File: src/rtl/fifo_ctrl_pkg.sv
// Shared definitions for the lane FIFO controller: default depth and the
// one-hot encodings of the control state machine.
package fifo_ctrl_pkg;

  localparam int DEPTH = 16;

  typedef enum logic [4:0] {
    ST_RESET  = 5'b00001,
    ST_INIT   = 5'b00010,
    ST_IDLE   = 5'b00100,
    ST_ACTIVE = 5'b01000,
    ST_ERROR  = 5'b10000
  } state_t;

endpackage

File: src/rtl/fifo_ptr.sv
// Wrapping address counter for one side of the FIFO; advances by one on each
// accepted transfer and rolls over naturally at 2**WIDTH.
module fifo_ptr #(
  parameter int WIDTH = 4
) (
  input  logic             i_clk,
  input  logic             i_reset,
  input  logic             i_en,
  output logic [WIDTH-1:0] o_ptr
);

  logic [WIDTH-1:0] r_ptr;

  always_ff @(posedge i_clk) begin
    if (i_reset) begin
      r_ptr <= '0;
    end else if (i_en) begin
      r_ptr <= r_ptr + WIDTH'(1);
    end
  end

  assign o_ptr = r_ptr;

endmodule

File: src/rtl/fifo_ctrl.sv
// Control and pointer manager for one switch-lane FIFO: turns push/pop into
// memory strobes, tracks occupancy and status flags, and runs the config FSM.
module fifo_ctrl
  import fifo_ctrl_pkg::*;
#(
  parameter int MAIN_SIZE       = $clog2(DEPTH),
  parameter int UMBRAL_ALTO_DEF = 12,
  parameter int UMBRAL_BAJO_DEF = 4
) (
  input  logic                 i_clk,
  input  logic                 i_reset,
  input  logic                 i_init,
  input  logic [MAIN_SIZE:0]   i_umbral_alto,
  input  logic [MAIN_SIZE:0]   i_umbral_bajo,
  input  logic                 i_push,
  input  logic                 i_pop,
  output logic                 o_write,
  output logic                 o_read,
  output logic [MAIN_SIZE-1:0] o_wr_ptr,
  output logic [MAIN_SIZE-1:0] o_rd_ptr,
  output logic [MAIN_SIZE:0]   o_fifo_count,
  output logic                 o_full,
  output logic                 o_empty,
  output logic                 o_almost_full,
  output logic                 o_almost_empty,
  output logic                 o_error,
  output logic [4:0]           o_state
);

  localparam logic [MAIN_SIZE:0] CNT_FULL = (MAIN_SIZE+1)'(2**MAIN_SIZE);
  localparam logic [MAIN_SIZE:0] ALTO_RST = (MAIN_SIZE+1)'(UMBRAL_ALTO_DEF);
  localparam logic [MAIN_SIZE:0] BAJO_RST = (MAIN_SIZE+1)'(UMBRAL_BAJO_DEF);

  state_t               r_state;
  state_t               w_state_next;
  logic [MAIN_SIZE:0]   r_count;
  logic [MAIN_SIZE:0]   w_count_next;
  logic [MAIN_SIZE:0]   r_alto_q;
  logic [MAIN_SIZE:0]   r_bajo_q;
  logic                 w_active;
  logic                 w_full;
  logic                 w_empty;
  logic                 w_wr_ok;
  logic                 w_rd_ok;
  logic                 w_overflow;
  logic                 w_underflow;
  logic                 w_cfg_valid;

  assign w_full   = (r_count == CNT_FULL);
  assign w_empty  = (r_count == '0);
  assign w_active = (r_state == ST_IDLE) || (r_state == ST_ACTIVE);

  // Requests are only meaningful while operating; elsewhere they are dropped silently.
  assign w_wr_ok     = w_active & i_push & ~w_full;
  assign w_rd_ok     = w_active & i_pop & ~w_empty;
  assign w_overflow  = w_active & i_push & w_full;
  assign w_underflow = w_active & i_pop & w_empty;

  assign w_cfg_valid = (r_bajo_q < r_alto_q) && (r_alto_q <= CNT_FULL);

  always_ff @(posedge i_clk) begin
    if (i_reset) begin
      r_state  <= ST_RESET;
      r_count  <= '0;
      r_alto_q <= ALTO_RST;
      r_bajo_q <= BAJO_RST;
    end else begin
      r_state <= w_state_next;
      r_count <= w_count_next;
      if (r_state == ST_INIT) begin
        r_alto_q <= i_umbral_alto;
        r_bajo_q <= i_umbral_bajo;
      end
    end
  end

  always_comb begin
    w_count_next = r_count;
    if (w_wr_ok && !w_rd_ok) begin
      w_count_next = r_count + (MAIN_SIZE+1)'(1);
    end else if (!w_wr_ok && w_rd_ok) begin
      w_count_next = r_count - (MAIN_SIZE+1)'(1);
    end
  end

  // INIT leaves on the thresholds captured in earlier cycles, not this cycle's inputs.
  always_comb begin
    w_state_next = r_state;
    case (r_state)
      ST_RESET: w_state_next = ST_INIT;
      ST_INIT: begin
        if (!i_init && w_cfg_valid) w_state_next = ST_IDLE;
      end
      ST_IDLE: begin
        if (w_underflow)  w_state_next = ST_ERROR;
        else if (i_init)  w_state_next = ST_INIT;
        else if (w_wr_ok) w_state_next = ST_ACTIVE;
      end
      ST_ACTIVE: begin
        if (w_overflow || w_underflow) w_state_next = ST_ERROR;
        else if (w_count_next == '0)   w_state_next = ST_IDLE;
      end
      ST_ERROR: w_state_next = ST_ERROR;
      default:  w_state_next = ST_RESET;
    endcase
  end

  fifo_ptr #(.WIDTH(MAIN_SIZE)) u_wr_ptr (
    .i_clk   (i_clk),
    .i_reset (i_reset),
    .i_en    (w_wr_ok),
    .o_ptr   (o_wr_ptr)
  );

  fifo_ptr #(.WIDTH(MAIN_SIZE)) u_rd_ptr (
    .i_clk   (i_clk),
    .i_reset (i_reset),
    .i_en    (w_rd_ok),
    .o_ptr   (o_rd_ptr)
  );

  assign o_write        = w_wr_ok;
  assign o_read         = w_rd_ok;
  assign o_fifo_count   = r_count;
  assign o_full         = w_full;
  assign o_empty        = w_empty;
  assign o_almost_full  = (r_count >= r_alto_q);
  assign o_almost_empty = (r_count <= r_bajo_q);
  assign o_error        = (r_state == ST_ERROR);
  assign o_state        = r_state;

endmodule

File: config.mk
export PLATFORM = sky130hd
export DESIGN_NAME = fifo_ctrl
export DESIGN_NICKNAME = d
export VERILOG_FILES = /design/src/rtl/fifo_ctrl_pkg.sv /design/src/rtl/fifo_ptr.sv /design/src/rtl/fifo_ctrl.sv
export SDC_FILE = /design/constraint.sdc
export NUM_CORES = 1
export LEC_CHECK = 0
export ABC_AREA = 1
export BUFFER_PORTS_ARGS = -buffer_cell sky130_fd_sc_hd__buf_2
export CAP_MARGIN = 0
export CORE_MARGIN = 8
export CORE_UTILIZATION = 50
export DETAILED_ROUTE_END_ITERATION = 12
export PLACE_DENSITY = 0.74
export SLEW_MARGIN = 15
export SYNTH_ARGS = -nofsm -noshare
export SYNTH_HDL_FRONTEND = slang
export SYNTH_SLANG_ARGS = --single-unit
export TNS_END_PERCENT = 50
File: constraint.sdc
create_clock -name i_clk -period 2.4 [get_ports i_clk]
set_clock_uncertainty 0.2 [all_clocks]
set_input_delay 0.48 -clock i_clk [delete_from_list [all_inputs] [get_ports i_clk]]
set_output_delay 0.48 -clock i_clk [all_outputs]
set_load 0.005 [all_outputs]
* Word-level counts from Yosys, hierarchy flattened
Index checks and enable logic that the tools add are counted.
Cells by class: add/subtract/negate cells 4, magnitude comparators 4, eq/ne operators 9, multiplexer cells 9, bitwise gates (word level) 8, reductions and logical operators 12
Operators by type and width (number):
- 5-bit 2-to-1 mux | 8
- 5-bit one-hot mux with 5 select lines | 1
- 5-bit == test, second input constant | 2
- 5-bit zero test | 2
- 4-bit by 1-bit adder with 4-bit output, second input constant | 2
- 1-bit AND | 6
- 5-bit by 1-bit adder with 5-bit output, second input constant | 1
- 5-bit by 1-bit == test with 1-bit output, second input constant | 1
- 5-bit by 2-bit == test with 1-bit output, second input constant | 1
- 5-bit by 3-bit == test with 1-bit output, second input constant | 1
- 5-bit by 4-bit == test with 1-bit output, second input constant | 1
- 5-bit >= comparator | 1
- 5-bit less-or-equal comparator | 1
- 5-bit less-or-equal comparator, second input constant | 1
- 5-bit < comparator | 1
- 5-bit by 1-bit subtractor with 5-bit output, second input constant | 1
- 1-bit logical AND | 4
- 4-bit != test, second input constant | 1
- 1-bit zero test | 3
- 3-bit by 1-bit != test with 1-bit output, second input constant | 1
- 3-bit AND reduction | 1
- 1-bit logical OR | 2
- 2-bit by 1-bit != test with 1-bit output, second input constant | 1
- 1-bit NOT | 2
Word-level totals: register bits after elaboration 28, input bits 15, output and inout bits 25, logic and storage cells 52

* Longest topological paths before layout
depth in word-level cells 12, mapped depth 17, gate-level depth less buffers 17

* Hierarchy
From an unflattened synthesis, not the netlist that was laid out.
Second synthesis, totals: cell total of the unflattened synthesis 254, area total of the unflattened synthesis 1786.7 µm²
Modules (own cells, without submodules):
- fifo_ctrl | times used 1, cells each 208, area an instance 1446.4 µm²
- fifo_ptr | times used 2, cells each 23, area an instance 170.2 µm²

* Least setup slack after synthesis
OpenSTA, ideal clock, no wires.
kind register -> register, from reg r_count[1] (netlist: o_fifo_count[1]), to reg r_state[2] (netlist: o_state[2]), arrival 1817 ps, required time 2087 ps, path slack 271 ps, cell stages (with the launch flop) 17, buffers on the path 0, cells stage by stage dfxtp_1 > inv_1 > ha_1 > nand2_4 > nor2_4 > inv_2 > nand3_2 > nand2_4 > nand2_1 > nand2_1 > nand2_1 > nor2_1 > nand3_1 > nand2_2 > nand2_1 > nor2_1 > nor2_1
On the way: elaborated cells between the ends (all ways) 24
RTL lines:
- from (decl) | line fifo_ctrl.sv:36 | logic [MAIN_SIZE:0] r_count;
- from (signal assigned) | line fifo_ctrl.sv:69 | r_count <= w_count_next;
- 5-bit zero test * | line fifo_ctrl.sv:50 | assign w_empty = (r_count == '0);
- via o_empty | line fifo_ctrl.sv:23 | output logic o_empty,
- 1-bit NOT | line fifo_ctrl.sv:55 | assign w_rd_ok = w_active & i_pop & ~w_empty;
- 1-bit AND | line fifo_ctrl.sv:55
- 1-bit logical AND or 1-bit zero test (tied branches) | line fifo_ctrl.sv:81, fifo_ctrl.sv:79
- 5-bit 2-to-1 mux or 1-bit logical AND (tied branches) | line fifo_ctrl.sv:81, fifo_ctrl.sv:79
- 5-bit 2-to-1 mux | line fifo_ctrl.sv:79 | if (w_wr_ok && !w_rd_ok) begin
- 5-bit zero test | line fifo_ctrl.sv:101 | else if (w_count_next == '0) w_state_next = ST_IDLE;
- 3-bit by 1-bit != test with 1-bit output (no line)
- 3-bit AND reduction (no line)
- to (signal assigned) | line fifo_ctrl.sv:68 | r_state <= w_state_next;
- to (decl) | line fifo_ctrl.sv:34 | state_t r_state;
The timed path passes the listed nets; every way through them passes the cells marked *. A chain may end at the register's enable or synchronous reset.

* Worst setup path in the final report
from reg r_count[0] (netlist: o_fifo_count[0]), to out o_almost_full
On the way: cells in the longest elaborated chain, start to end 1
RTL lines:
- 5-bit >= comparator | line fifo_ctrl.sv:127 | assign o_almost_full = (r_count >= r_alto_q);
- to (decl) | line fifo_ctrl.sv:24 | output logic o_almost_full,
No other way between the ends.

==> out/qor.yml <==
netlist_instances: 245
cts_hold_buf: 0
route.detailed.drc: 0
nets: 328
grt_max_degree: 18
fp-row-count: 22
drt_iter0_drc: 64
antenna_cells: 0
tightest_slew_ns: 0.506
path_buf_inv: 4
status: "finished, final reports clean"
drive_gt1_frac: 0.294
syn_to_final_growth_pct: 20.9
routed_via_density: 5.05
ios: 40
seq_area_um2: 563
postSynthAreaPerCell_um2: 7.61
fin_ws_ns: 0.0739
synth_warnings: 0
grt_usage: 0.149
design_area_um2: 2250
place.gp.congestion: 0.860
fmax_mhz: 430
cp.required_ns: 1.72
ys_ff_latch: 28
num-fill-cells: 333
start_util: 0.513
start_kind: "register"
clock_latency_ns: 0.28
die_h_um: 77.1
synth_area_leader_cell: "dfxtp_1"
top_usage_layer: "met2"
maxSlewViolCount: 0
rsz0062_at_grt: "true"
final-setup-viol-count: 0
grt_util_met3: 0.0338
relSlewSlack: 0.662
h-tree-depth: 1
async_flop_share: 0
crit_type: "reg2out"
critPathMaxStageDelay_ns: 0.35
dieArea_um2: 5940
p_per_area_nw_per_um2: 601
synth_edf_count: 0
io_buffers: 39
clk_path_buf_depth: 2
hpwl_um: 3470
grt_pass1_vias: 1636
hold_violations: 0
crit_fanout: 2
synth_area_um2: 1860
ir_drop_mv: 0.325
multi_input_area_um2: 1150
grt_first_pass_wirelength_um: 7470
core-area_um2: 3630
clock_sinks: 28
arrival_ns: 1.65
drt_first_pass_iters: 4
cts_tree: "yes"
cts_root_buffer: "clkbuf_8"
ant_nets: 0
slowest_stage: "dfxtp_2"
final_cell_mix: "buf_2, inv_1, nand2_1, dfxtp_1, a21oi_1"
cts_buffers: 3
dieWidth_um: 77.1
max_cap_violations: 0
power.leakage_nw: 1.17
worstSetupEndpointType: "output port"
path_clk_slew_ns: 0.10
synth_fp_nets: 279
min_period_over_period: 0.969
fin_crit_ns: 2.33
wl_per_cell_um: 13.2
min_path_type: "in2reg"
path_delay_family: "compound AO/OA/AOI/OAI gates"
gr-total-overflow: 0
drt_wl_total_um: 4500
crit_chain: "inv_2 -> buf_6 -> ha_4 -> inv_1 -> nand2_1 -> a21oi_1 -> o21bai_1 -> a21oi_1 -> o21bai_1 -> buf_2"
final.setup.tns_ns: 0
layout_commonest_cell: "buf_2"
synth_cell_type_count: 31
gr-usage-met2: 0.240
gr-usage-met1: 0.186
placed_cell_area_um2: 2140
grt_antenna_before_repair: 0
vias: 1722
synth_ff_type: "dfxtp_1"
ys_seq_area_frac: 0.301
synth_top_area_frac: 0.301
yosys-top-cells-area: "dfxtp_1, ha_1, inv_1, nand2_1, a21oi_1"
detailedPlace.worstSlack_ns: 0.108
[cell usage after synthesis, types with 2 or more instances]
| cell type | instances |
|---|---|
| inv_1 | 36 |
| nand2_1 | 34 |
| dfxtp_1 | 28 |
| a21oi_1 | 22 |
| ha_1 | 19 |
| nand3_1 | 16 |
| nor2_1 | 16 |
| o21ai_0 | 15 |
| nand3_2 | 7 |
| inv_2 | 5 |
| nand2_4 | 5 |
| nor2_4 | 5 |
| nor3_1 | 5 |
| nand4_1 | 4 |
| clkbuf_1 | 3 |
| o211ai_1 | 3 |
| xor2_1 | 3 |
| buf_6 | 2 |
| nand2_2 | 2 |
| nor3b_1 | 2 |
| o21bai_1 | 2 |
| o221ai_1 | 2 |
[flip-flops by register name (all words and copies together) (netlist names)]
| name | count |
|---|---|
| o_state | 5 |
| u_wr_ptr.o_ptr | 4 |
| r_alto_q | 5 |
| r_bajo_q | 5 |
| o_fifo_count | 5 |
| u_rd_ptr.o_ptr | 4 |
[layer usage]
layer  vias to the layer above  wire [um]
li1                        914          -
met1                       765       2100
met2                        33       2120
met3                        10        190
met4                         0         93
met5                         -          0
[area by class of cell]
type | count | area share
Clock buffer | 4 | 0.0244
Multi-Input combinational cell | 171 | 0.509
Sequential cell | 28 | 0.250
Timing Repair Buffer | 49 | 0.122
Inverter | 41 | 0.0683
Tap cell | 48 | 0.0266
[cell families (layout without fill, tap and decap cells)]
kind of cell | Yosys count | count (layout) | share of synthesized area
and+or+nand+nor | 99 | 99 | 0.305
AOI/OAI and AO/OA | 50 | 50 | 0.152
buffers and inverters | 46 | 94 | 0.101
DFF | 28 | 28 | 0.301
adders and majority gates | 19 | 19 | 0.128
xor gates and xnor gates | 3 | 3 | 0.0141
[power breakdown]
| part | total [mW] | switching (mW) | internal, mW |
|---|---|---|---|
| logic | 0.498 | 0.298 | 0.200 |
| registers | 0.556 | 0.0392 | 0.516 |
| clock network | 0.300 | 0.153 | 0.147 |
[path summary, 6_finish.rpt]
kind,start,end,slack [ns],cells after the start
worst min register to register,u_rd_ptr.o_ptr[2],u_rd_ptr.o_ptr[2],0.28,2
worst max-delay path,o_fifo_count[0],o_almost_full,0.07,10
worst max register to register,o_state[3],o_state[2],0.18,15
worst min-delay path,i_umbral_alto[2],r_alto_q[2],0.21,3
[worst reg2reg max path: cells and delay by family (launching register included)]
family | cells | cell delay [ns]
simple gates | 14 | 1.50
flops | 1 | 0.38
buf+inv | 1 | 0.05
[timing repair]
action | in CTS | in global routing
setup buffers | 2 | 1
setup endpoints to repair | 1 | 5
pin swaps | 4 | 2
hold endpoints to repair | 0 | 0
gates resized for setup | 4 | 5
[metrics by stage]
step | hold slack, ns | power, mW | instances | utilization
after floorplan | 0.251 | 0.899 | 245 | -
after global placement | 0.261 | 1.03 | 334 | 0.588
after detailed placement | 0.265 | 1.04 | 334 | 0.588
after CTS | 0.214 | 1.34 | 340 | 0.613
after global routing | 0.218 | 1.45 | 341 | 0.621
final | 0.210 | 1.35 | 341 | 0.621
Power figures use the tool's default switching activity.
